<file path="src/rtl/cpu_prog_feeder.sv">
// cpu_prog_feeder: program sequencer feeding instruction/immediate words to the cpu DIN/Run/Done port.
module cpu_prog_feeder #(
  parameter int         ADDR_W  = 5,
  parameter logic [2:0] IMM_OP  = 3'b001,
  parameter int         TIMEOUT = 16
) (
  input  logic              iClk,
  input  logic              iRst,
  input  logic              iWe,
  input  logic [ADDR_W-1:0] iWaddr,
  input  logic [15:0]       iWdata,
  input  logic              iStart,
  input  logic [ADDR_W:0]   iLen,
  input  logic              iDone,
  output logic [15:0]       oDin,
  output logic              oRun,
  output logic              oBusy,
  output logic              oFinish,
  output logic              oErr,
  output logic [ADDR_W:0]   oPc
);
  typedef enum logic [1:0] {IDLE, ISSUE, IMM, WAIT} state_t;
  state_t            r_state, w_state;
  logic [15:0]       r_mem [2**ADDR_W];
  logic [15:0]       r_din, w_din;
  logic [ADDR_W:0]   r_pc, w_pc, r_len, w_len;
  logic [15:0]       r_cnt, w_cnt;
  logic              r_run, r_fin, w_fin, r_err, w_err, r_imm, w_imm;
  logic [ADDR_W+1:0] w_nxt, w_adv;
  assign w_nxt = {1'b0, r_pc} + (ADDR_W+2)'(1);
  assign w_adv = {1'b0, r_pc} + (r_imm ? (ADDR_W+2)'(2) : (ADDR_W+2)'(1));
  // Memory is writable only while idle; the start path reads the pre-write contents.
  always_ff @(posedge iClk)
    if (iWe && r_state == IDLE) r_mem[iWaddr] <= iWdata;
  always_comb begin
    w_state = r_state;
    w_din   = r_din;
    w_pc    = r_pc;
    w_len   = r_len;
    w_cnt   = r_cnt;
    w_err   = r_err;
    w_imm   = r_imm;
    w_fin   = 1'b0;
    case (r_state)
      IDLE:
        if (iStart) begin
          if (iLen != '0) begin
            w_len   = iLen;
            w_pc    = '0;
            w_din   = r_mem[0];
            w_err   = 1'b0;
            w_state = ISSUE;
          end else w_fin = 1'b1;
        end
      ISSUE: begin
        w_cnt = '0;
        w_imm = r_din[8:6] == IMM_OP;
        if (!w_imm) w_state = WAIT;
        else if (w_nxt >= {1'b0, r_len}) begin
          w_err   = 1'b1;
          w_din   = '0;
          w_state = IDLE;
        end else begin
          w_din   = r_mem[w_nxt[ADDR_W-1:0]];
          w_state = IMM;
        end
      end
      IMM, WAIT:
        if (iDone) begin
          w_pc = w_adv[ADDR_W:0];
          if (w_adv >= {1'b0, r_len}) begin
            w_fin   = 1'b1;
            w_din   = '0;
            w_state = IDLE;
          end else begin
            w_din   = r_mem[w_adv[ADDR_W-1:0]];
            w_state = ISSUE;
          end
        end else if (r_cnt == 16'(TIMEOUT - 1)) begin
          w_err   = 1'b1;
          w_din   = '0;
          w_state = IDLE;
        end else w_cnt = r_cnt + 16'd1;
      default: w_state = IDLE;
    endcase
  end
  always_ff @(posedge iClk or posedge iRst)
    if (iRst) begin
      r_state <= IDLE;
      r_din   <= '0;
      r_pc    <= '0;
      r_len   <= '0;
      r_cnt   <= '0;
      r_run   <= 1'b0;
      r_fin   <= 1'b0;
      r_err   <= 1'b0;
      r_imm   <= 1'b0;
    end else begin
      r_state <= w_state;
      r_din   <= w_din;
      r_pc    <= w_pc;
      r_len   <= w_len;
      r_cnt   <= w_cnt;
      r_run   <= w_state == ISSUE;
      r_fin   <= w_fin;
      r_err   <= w_err;
      r_imm   <= w_imm;
    end
  assign oDin    = r_din;
  assign oRun    = r_run;
  assign oBusy   = r_state != IDLE;
  assign oFinish = r_fin;
  assign oErr    = r_err;
  assign oPc     = r_pc;
endmodule
</file>
<file path="config.mk">
export PLATFORM = sky130hd
export DESIGN_NAME = cpu_prog_feeder
export DESIGN_NICKNAME = d
export VERILOG_FILES = /design/src/rtl/cpu_prog_feeder.sv
export SDC_FILE = /design/constraint.sdc
export NUM_CORES = 1
export LEC_CHECK = 0
export BUFFER_PORTS_ARGS = -buffer_cell sky130_fd_sc_hd__buf_2
export CAP_MARGIN = 25
export CORE_MARGIN = 2
export CORE_UTILIZATION = 50
export CTS_BUF_LIST = sky130_fd_sc_hd__clkbuf_4 sky130_fd_sc_hd__clkbuf_8 sky130_fd_sc_hd__clkbuf_16
export CTS_CLUSTER_SIZE = 12
export DETAILED_ROUTE_END_ITERATION = 6
export PLACE_DENSITY = 0.74
export SYNTH_ARGS = -nofsm -noshare
export SYNTH_HDL_FRONTEND = slang
export SYNTH_SLANG_ARGS = --single-unit
export TNS_END_PERCENT = 5
</file>
<file path="constraint.sdc">
create_clock -name iClk -period 3.95 [get_ports iClk]
set_input_delay 0.9875 -clock iClk [delete_from_list [all_inputs] [get_ports iClk]]
set_output_delay 0.9875 -clock iClk [all_outputs]
set_load 0.05 [all_outputs]
</file>
Yosys cells after proc, flatten, opt, wreduce, memory -nomap -nowiden

Memory sizes are Yosys's and may differ from the RTL's.
Index checks and enable logic that the tools add are counted.

Flip-flop bits (word level): 50
Memory bits (writable): 512
Output and inout bits: 26
Memories kept: 1

Add/subtract/negate cells: 3
Order comparisons: 2
Equal/unequal tests: 15
Muxes and demuxes: 38
Reduce and logical (&&, ||, !) cells: 12

Memories:

| name  | depth | bits a word | rd ports | clocked after memory_dff | write ports | line | source |
|---|---|---|---|---|---|---|---|
| r_mem | 32    | 16          | 3        | 0                        | 1           | 24   | `logic [15:0] r_mem [2**ADDR_W];` |

Operators by type and width:

| kind                                                              | count |
|---|---|
| 16-bit two-way mux                                                | 9 |
| 16-bit one-hot mux with 3 select lines                            | 1 |
| 16-bit one-hot mux with 2 select lines                            | 1 |
| 6-bit two-way mux                                                 | 3 |
| 16-bit by 1-bit adder with 16-bit output (second input constant)  | 1 |
| 16-bit by 4-bit == test with 1-bit output (second input constant) | 1 |
| 7-bit by 6-bit greater-or-equal comparator with 1-bit output      | 2 |
| 2-bit two-way mux                                                 | 7 |
| 2-bit inequality test (second input constant)                     | 7 |
| 1-bit two-way mux                                                 | 13 |
| 6-bit one-hot mux with 2 select lines                             | 1 |
| 4-bit AND reduction                                               | 2 |
| 6-bit by 1-bit adder with 7-bit output (second input constant)    | 1 |
| 6-bit by 2-bit adder with 7-bit output                            | 1 |
| 2-bit one-hot mux with 3 select lines                             | 1 |
| 3-bit AND reduction                                               | 2 |
| 6-bit AND reduction                                               | 1 |
| 2-bit nonzero test                                                | 3 |
| 6-bit nonzero test                                                | 1 |
| 2-bit by 1-bit == test with 1-bit output (second input constant)  | 2 |
| 2-bit == test (second input constant)                             | 2 |
| 3-bit by 1-bit == test with 1-bit output (second input constant)  | 1 |
| 3-bit inequality test (second input constant)                     | 1 |
| 1-bit one-hot mux with 3 select lines                             | 1 |
| other kinds (5)                                                   | 5 |

Logic depth before layout (Yosys ltp)

Gate-level depths: netlist of run 1.

Depth after elaboration: 7
Mapped depth: 16
Gate-level depth less buffers: 13

Worst setup path before layout of run 1

OpenSTA, ideal clock, no wires.

Path kind: reg-to-reg
Start point: reg r_pc[0], in the netlist oPc[0]
End point: reg r_din[10], in the netlist oDin[10]
Data arrival time: 4.242 ns
Path slack: -0.374 ns
Cell stages (with the launch flop): 16
Period minus slack after synthesis: 4.324 ns
Cells stage by stage: dfrtp_1 > ha_1 > inv_1 > fa_1 > xor2_2 > inv_2 > buf_2 > buf_2 > buf_1 > ha_1 > o2111ai_1 > o221ai_1 > nor3_1 > clkbuf_1 > o211ai_1 > a31oi_1

Word-level cells in the longest chain between the ends: 5
Elaborated cells on any way between the ends: 10
Those cells by class: add/sub: 2; order compare: 2; mux: 5; memory: 1

Ends and longest elaborated chain:

| what                                                                                             | line   | source |
|---|---|---|
| start: declaration                                                                               | 26     | `logic [ADDR_W:0] r_pc, w_pc, r_len, w_len;` |
| start signal: assignment                                                                         | 101    | `r_pc <= w_pc;` |
| 6-bit by 2-bit adder with 7-bit output or 6-bit by 1-bit adder with 7-bit output (tied branches) | 31, 30 |  |
| memory read 32 x 16 bit (tied with other cells)                                                  | -      |  |
| 16-bit two-way mux, on equally long branches                                                     | 71, 59 |  |
| 16-bit two-way mux, on equally long branches                                                     | 69, 58 |  |
| 16-bit one-hot mux with 3 select lines (*)                                                       | 44     | `case (r_state)` |
| end signal: assignment                                                                           | 100    | `r_din <= w_din;` |
| end: declaration                                                                                 | 25     | `logic [15:0] r_din, w_din;` |

Mark *: on every way between the ends. The rest lies on a longest branch, timed or not. The select of a mux whose other input is x is not followed.
A chain may end at the register's enable or synchronous reset.

Worst setup path after layout of run 1

Start point: reg r_pc[0], in the netlist oPc[0]
End point: reg r_din[3], in the netlist oDin[3]

Same word-level chain as after synthesis.

==> summary.md, run 1 <==
| Metric | Value |
|---|---|
| Status | finished, final reports clean |
| DR iter-0 viols | 2,377 |
| Worst flop-to-flop path startpoint | oPc[0] |
| R2R setup slack | 0.35 ns |
| Crit-path max FO | 43 |
| Largest net degree at the start of global routing | 69 |
| Post_cts resized | 0 |
| Clk sink count | 562 |
| Main synth FF type | edfxtp_1 |
| HPWL Detailed | 44.8 mm |
| CTS tree | built |
| Cells after synthesis | 1,645 |
| PwrDens | 888 mW/mm2 |
| # Post-CTS Setup Buffers | 0 |
| Layout cells sized above 1 | 0.300 |
| CP Class | reg2reg |
| Area growth syn-to-layout | 12.4% |
| FF+latch count, synth | 562 |
| Die area | 0.0557 mm2 |
| # setup viols final | 0 |
| Mapped Area | 0.0269 mm2 |
| First-pass GRT wire length | 109 mm |
| Fin. max-slew vios | 0 |
| GR Util All Layers | 0.268 |
| Hold wc startpoint | oErr |
| Routed WL | 74.2 mm |
| CTS root buf | clkbuf_16 |
| Most common cell in the synthesized netlist | edfxtp_1 |
| Fillers | 3,986 |
| Tmin final | 3.60 ns |
| Antenna viol nets, final | 0 |
| Vias | 16,700 |
| R2R Path End | oDin[3] |
| Core Footprint | 0.0535 mm2 |
| CP endpoint kind | register |
| Max incr delay on CP | 0.54 ns |
| Yosys top cell by area | edfxtp_1 |
| Vias/cell | 6.75 |
| CP max stage cell | buf_4 |
| Hold Path Class | reg2reg |
| Hold path depth | 2 |
| Initial Util | 0.503 |
| Final estimated routing congestion in global placement | 0.856 |
| Wirelength per Cell | 30.0 um |
| VDD IR max | 1.35 mV |
| Final-stage net count | 1,783 |
| Post-synth net total | 1,694 |
| CP Cell Sequence | buf_4, ha_4, nand3_1, xnor2_1, ha_1, a21o_1, a211oi_1, o21ai_1, buf_4, nor2_1, a22oi_1, a31oi_1 |
| Vias in the first global route | 16,800 |
| Final critical-path share of the clock period | 0.912 |
| RSZ-0062 raised after global routing | false |
| Congestion Overflow GR | 0 |
| Die Y | 236 um |
| Synth cell count leaders | edfxtp_1 (512), mux4_2 (228), nand2_1 (142) |
| WHS Endpoint | oErr |
| Syn Area/Cell | 16.4 um2 |
| Leak Pwr | 10.4 nW |
| Hold_buf cts | 0 |
| Clock latency on the worst-skew pair | 0.62 ns |
| Reg2reg path depth | 12 |
| Worst-Margin Slew | 1.04 ns |
| Ys async rst share | 0.0890 |
| Req. time, crit path | 4.49 ns |
| PortBufs | 57 |
| Worst path arrival time | 4.14 ns |
| Die width | 236 um |
| Final Hold Viols | 0 |
| Syn. warnings | 0 |
| Post-route setup TNS | 0 ns |
| Clk pin slew, worst setup/hold paths | 0.06 ns |
| DRC | 0 |
| Type of origin of the critical path | register |
| F_max | 278 MHz |
| Post-synthesis sequential area ratio | 0.618 |
| Number of synthesized flops with an enable pin | 512 |
| Unique masters post-synth | 63 |
| Max cap viols | 0 |
| Most used cell, CP | buf_4 |
| Slew Limit Headroom | 0.310 |
| Share of the synthesized area in the top cell type | 0.571 |
| DR pass1 iterations | 5 |
| Top-Level Pins | 58 |
| Clock Path Buffers | 3 |
| Final Power | 0.0268 W |
| CTS H-tree lvls | 2 |
| Initial antenna violation count | 3 |
| Largest cells by area after synthesis | edfxtp_1 (57%), mux4_2 (19%), dfrtp_1 (4.6%), mux2i_1 (4.1%), nand2_1 (2.0%) |
| Rows | 85 |
| Fin Clk Skew | 0.0306 ns |
| CTS buffer count | 57 |
==> area by class of cell <==
type | count | area (um2) | share of cell area
Multi-Input combinational cell | 957 | 9810 | 0.325
Clock inverter | 15 | 133 | 0.00439
Inverter | 18 | 70.1 | 0.00232
Timing Repair Buffer | 138 | 1040 | 0.0345
Antenna cell | 1 | 2.50 | 0.0000828
Clock buffer | 85 | 1670 | 0.0553
Sequential cell | 562 | 16600 | 0.550
Tap cell | 696 | 871 | 0.0288
==> kinds of logic after synthesis <==
family,Yosys count,synth area share
AOI/OAI and AO/OA,146,0.0350
xor gates and xnor gates,21,0.00711
adders and majority gates,17,0.00818
buffers and inverters,126,0.0228
DFF,562,0.618
muxes,357,0.240
and+or+nand+nor,416,0.0693
==> sequential cells by signal, indices dropped and copies added (netlist names) <==
name	count
oErr	1
oFinish	1
r_len	6
r_imm	1
r_mem	512
oRun	1
oDin	16
r_cnt	16
r_state	2
oPc	6
==> worst max-delay path: cells and delay by family (launching register included) <==
family	cells	cell delay [ns]
XOR/XNOR	1	0.30
buffers and inverters	2	0.77
AND/OR/NAND/NOR	2	0.58
AO/OA/AOI/OAI	5	0.86
flip-flops	1	0.43
adder cells (fa/ha/maj)	2	0.55
==> per-layer routing <==
| layer | GRT usage | wire length [um] |
|---|---|---|
| met5 | 0 | 23 |
| met3 | 0.0657 | 8580 |
| met1 | 0.356 | 27100 |
| met4 | 0.112 | 3190 |
| met2 | 0.425 | 35300 |
==> worst max-delay path by stage <==
stage | from | endpoint | slack, ns | cells past startpoint
finish | oPc[0] | oDin[3] | 0.35 | 12
global route | r_imm | oDin[3] | 0.19 | 14
CTS | oPc[0] | oDin[3] | 0.44 | 13
detailed placement | oPc[0] | oDin[15] | 0.47 | 13
global placement | oPc[0] | oDin[8] | 0.53 | 11
floorplan | oPc[0] | oDin[10] | 0.007 | 15
==> power breakdown <==
| group | internal [W] | switching [W] | total, W |
|---|---|---|---|
| clock network | 0.00299 | 0.00220 | 0.00518 |
| registers | 0.00672 | 0.000242 | 0.00696 |
| logic | 0.00636 | 0.00835 | 0.0147 |
| total | 0.0161 | 0.0108 | 0.0268 |
==> placed cells by master, fill, tap and decap left out, types with 11 or more instances in the layout <==
cell type,count
edfxtp_1,512
mux4_2,228
nand2_1,142
nor2_1,115
mux2i_1,109
buf_4,69
nand3_1,66
clkbuf_16,58
buf_2,57
a21oi_1,49
dfrtp_1,48
clkbuf_4,24
nor2_2,22
mux2_2,20
a31oi_1,18
a211oi_1,17
nor3_1,17
or4_1,16
o211ai_1,15
o22ai_1,15
inv_1,14
ha_1,14
o21ai_0,12
buf_12,12
xor2_1,11
==> through the flow <==
stage / hold slack (ns) / std cells / area, um2 / setup WS, ns / utilization
5_1_grt: 0.529 / 2471 / 30200 / 0.192 / 0.565
4_1_cts: 0.502 / 2471 / 30200 / 0.437 / 0.565
3_5_place_dp: 0.489 / 2371 / 28400 / 0.475 / 0.531
3_3_place_gp: 0.480 / 2371 / 28400 / 0.528 / 0.531
2_1_floorplan: 0.479 / 1645 / 26900 / 0.00747 / -
6_report: 0.498 / 2472 / 30200 / 0.348 / 0.565
(Power assumes the default switching activity.)
==> run 2: changes to the inputs <==
- CELL_PAD_IN_SITES_DETAIL_PLACEMENT: default -> 1
- CELL_PAD_IN_SITES_GLOBAL_PLACEMENT: default -> 2
- CORE_UTILIZATION: 50 -> 43
- PLACE_DENSITY: 0.74 -> 0.82
==> run 2 against run 1 <==
Compared with the run above:
- sequential share of layout area is 0.46 points lower
- final cell count is 5.8% higher
- global-route usage is 1.3 points lower
- wire length is 8.6% higher
- worst setup slack better by 0.058 ns
- first-iteration DRC count is 19% lower
- clock skew is 0.016 ns lower
- core utilization is 7.2 points lower
- flip-flop and latch count stayed put
- clock-buffer cell count is 2 higher
- worst hold slack worse by 0.16 ns
- critical path type unchanged
- largest cell class unchanged
- highest routed layer unchanged
==> summary.md, run 2 (synthesis gave the netlist of run 1 again) <==
| Metric | Value |
|---|---|
| Status | finished, final reports clean |
| PortBufs | 57 (unchanged) |
| Max reg flops | 512 (unchanged) |
| DR pass1 iterations | 6 (+1) |
| Area growth syn-to-layout | 13.3% |
| Worst-Margin Slew | 1.01 ns (-0.0287 ns) |
| Slew Limit Headroom | 0.329 (+0.0191) |
| Most common cell after layout, fill and taps aside | edfxtp_1 |
| # diodes | 0 (-1) |
| CTS H-tree lvls | 2 (unchanged) |
| Routed met3 length | 7.12 mm (-17%) |
| Final Hold Viols | 0 (unchanged) |
| Vias in the first global route | 17,500 (+4.1%) |
| CTS tree | built |
| Leak Pwr | 10.4 nW (+0.11%) |
| Req. time, crit path | 4.49 ns (about the same) |
| # Post-CTS Setup Buffers | 0 (unchanged) |
| R2R setup slack | 0.41 ns (+0.06 ns) |
| Vias/cell | 6.32 (-6.4%) |
| Vias | 16,500 (-0.95%) |
| M1 WL | 30.4 mm (+12%) |
| Hold Path Class | in2async |
| CP Class | reg2reg |
| Most frequent cells in the layout | edfxtp_1 (512), mux4_2 (228), nand2_1 (142) |
| Clk sink count | 562 (unchanged) |
| Antenna viol nets, final | 0 (unchanged) |
| Die Y | 254 um (+7.7%) |
| Tmin final | 3.54 ns (-0.0584 ns) |
| Rows | 91 (+7.1%) |
| Routed WL | 80.5 mm (+8.6%) |
| Max cap viols | 0 (unchanged) |
| CTS root buf | clkbuf_16 |
| Post_cts resized | 0 (unchanged) |
| Initial Util | 0.435 (-0.0678) |
| Initial antenna violation count | 6 (+3) |
| CTS buffer count | 59 (+3.5%) |
| Worst flop-to-flop path startpoint | r_imm |
| First-pass GRT wire length | 118 mm (+8.6%) |
| Setup crit start | r_imm |
| Register name with the most flops | r_mem |
| Worst hold margin | 0.335 ns (-0.163 ns) |
| HPWL Detailed | 48.9 mm (+9.1%) |
| Layout Utilization | 0.493 (-0.0720) |
| Final estimated routing congestion in global placement | 0.811 (-5.3%) |
| Wirelength per Cell | 30.8 um (+2.6%) |
| # setup viols final | 0 (unchanged) |
| Clock Path Buffers | 3 (unchanged) |
| Wire length on met2 | 39.4 mm (+12%) |
| DRC | 0 (unchanged) |
| Final critical-path share of the clock period | 0.897 (-0.0148) |
| Largest net degree at the start of global routing | 130 (+88%) |
| Top-Level Pins | 58 (unchanged) |
| Die width | 254 um (+7.7%) |
| CP endpoint kind | register |
| Max Used Layer | met5 |
| Congestion Overflow GR | 0 (unchanged) |
| Fin. max-slew vios | 0 (unchanged) |
| Final-stage net count | 1,783 (unchanged) |
| Post-route setup TNS | 0 ns (unchanged) |
| Crit-path max FO | 16 (-63%) |
| Worst path arrival time | 4.08 ns (-0.06 ns) |
| GR Util All Layers | 0.254 (-0.0134) |
| DR iter-0 viols | 1,929 (-19%) |
| Core Footprint | 0.0618 mm2 (+16%) |
| Hold_buf cts | 0 (unchanged) |
| F_max | 282 MHz (+1.6%) |
| Clk pin slew, worst setup/hold paths | 0.06 ns (about the same) |
| Fin Clk Skew | 0.0146 ns (-0.0160 ns) |
| Die area | 0.0646 mm2 (+16%) |
| VDD IR max | 0.872 mV (-36%) |
| Type of origin of the critical path | register |
| RSZ-0062 raised after global routing | false |
| Layout cells sized above 1 | 0.304 (+0.00382) |
| Clock latency on the worst-skew pair | 0.63 ns (about the same) |
| PwrDens | 892 mW/mm2 (+0.47%) |
run 2: changes by cell type in the layout (fill, tap and decap cells not counted), sizes merged:
cell,previous run,this run
buf,138,136
clkbuf,85,87
clkinv,13,15
clkinvlp,0,2
diode,1,0
run 2: layout make-up:
class                           instances  area [um2]
Inverter                               18        70.1
Sequential cell                       562       16600
Clock buffer                           87        1760
Multi-Input combinational cell        957        9840
Tap cell                              837        1050
Fill cell                            5897       31300
Timing Repair Buffer                  136        1020
Clock inverter                         19         126
run 2: final timing paths:
path / cells past startpoint / to
max in group asynchronous: 3 / oDin[10]
setup / recovery: 14 / oDin[14]
min in group iClk: 2 / oErr
hold / removal: 2 / oFinish
hold reg to reg: 2 / oErr
setup reg to reg: 14 / oDin[14]
run 2: worst max-delay path, cell delays in order, from the launching register on:
cell      delay, ns
dfrtp_1        0.39
inv_1          0.16
ha_4           0.16
inv_1          0.05
fa_4           0.47
nand3b_1       0.22
xnor2_1        0.26
ha_1           0.29
a21o_1         0.19
a21oi_1        0.13
o221ai_1       0.23
nor3b_2        0.22
buf_4          0.35
nand3_1        0.14
a31oi_1        0.20
run 2: per-layer routing:
metal | vias to the layer above | global-route usage
met5 | - | 0
met4 | 10 | 0.109
met3 | 163 | 0.0514
met2 | 844 | 0.418
met1 | 8716 | 0.330
li1 | 6792 | -
run 2: through the flow:
stage	power (W)	std cells	worst slack (ns)	area (um2)
after floorplan	0.0173	1645	0.00747	26900
after global placement	0.0217	2510	0.553	28600
after detailed placement	0.0220	2510	0.401	28600
after CTS	0.0274	2616	0.366	30500
after global routing	0.0285	2616	0.158	30500
final	0.0272	2616	0.406	30500
run 2: report_power, final:
group | internal (W) | leakage [nW] | switching (W)
Combinational | 0.00628 | 4.18 | 0.00856
Clock | 0.00313 | 0.944 | 0.00227
Sequential | 0.00672 | 5.24 | 0.000242
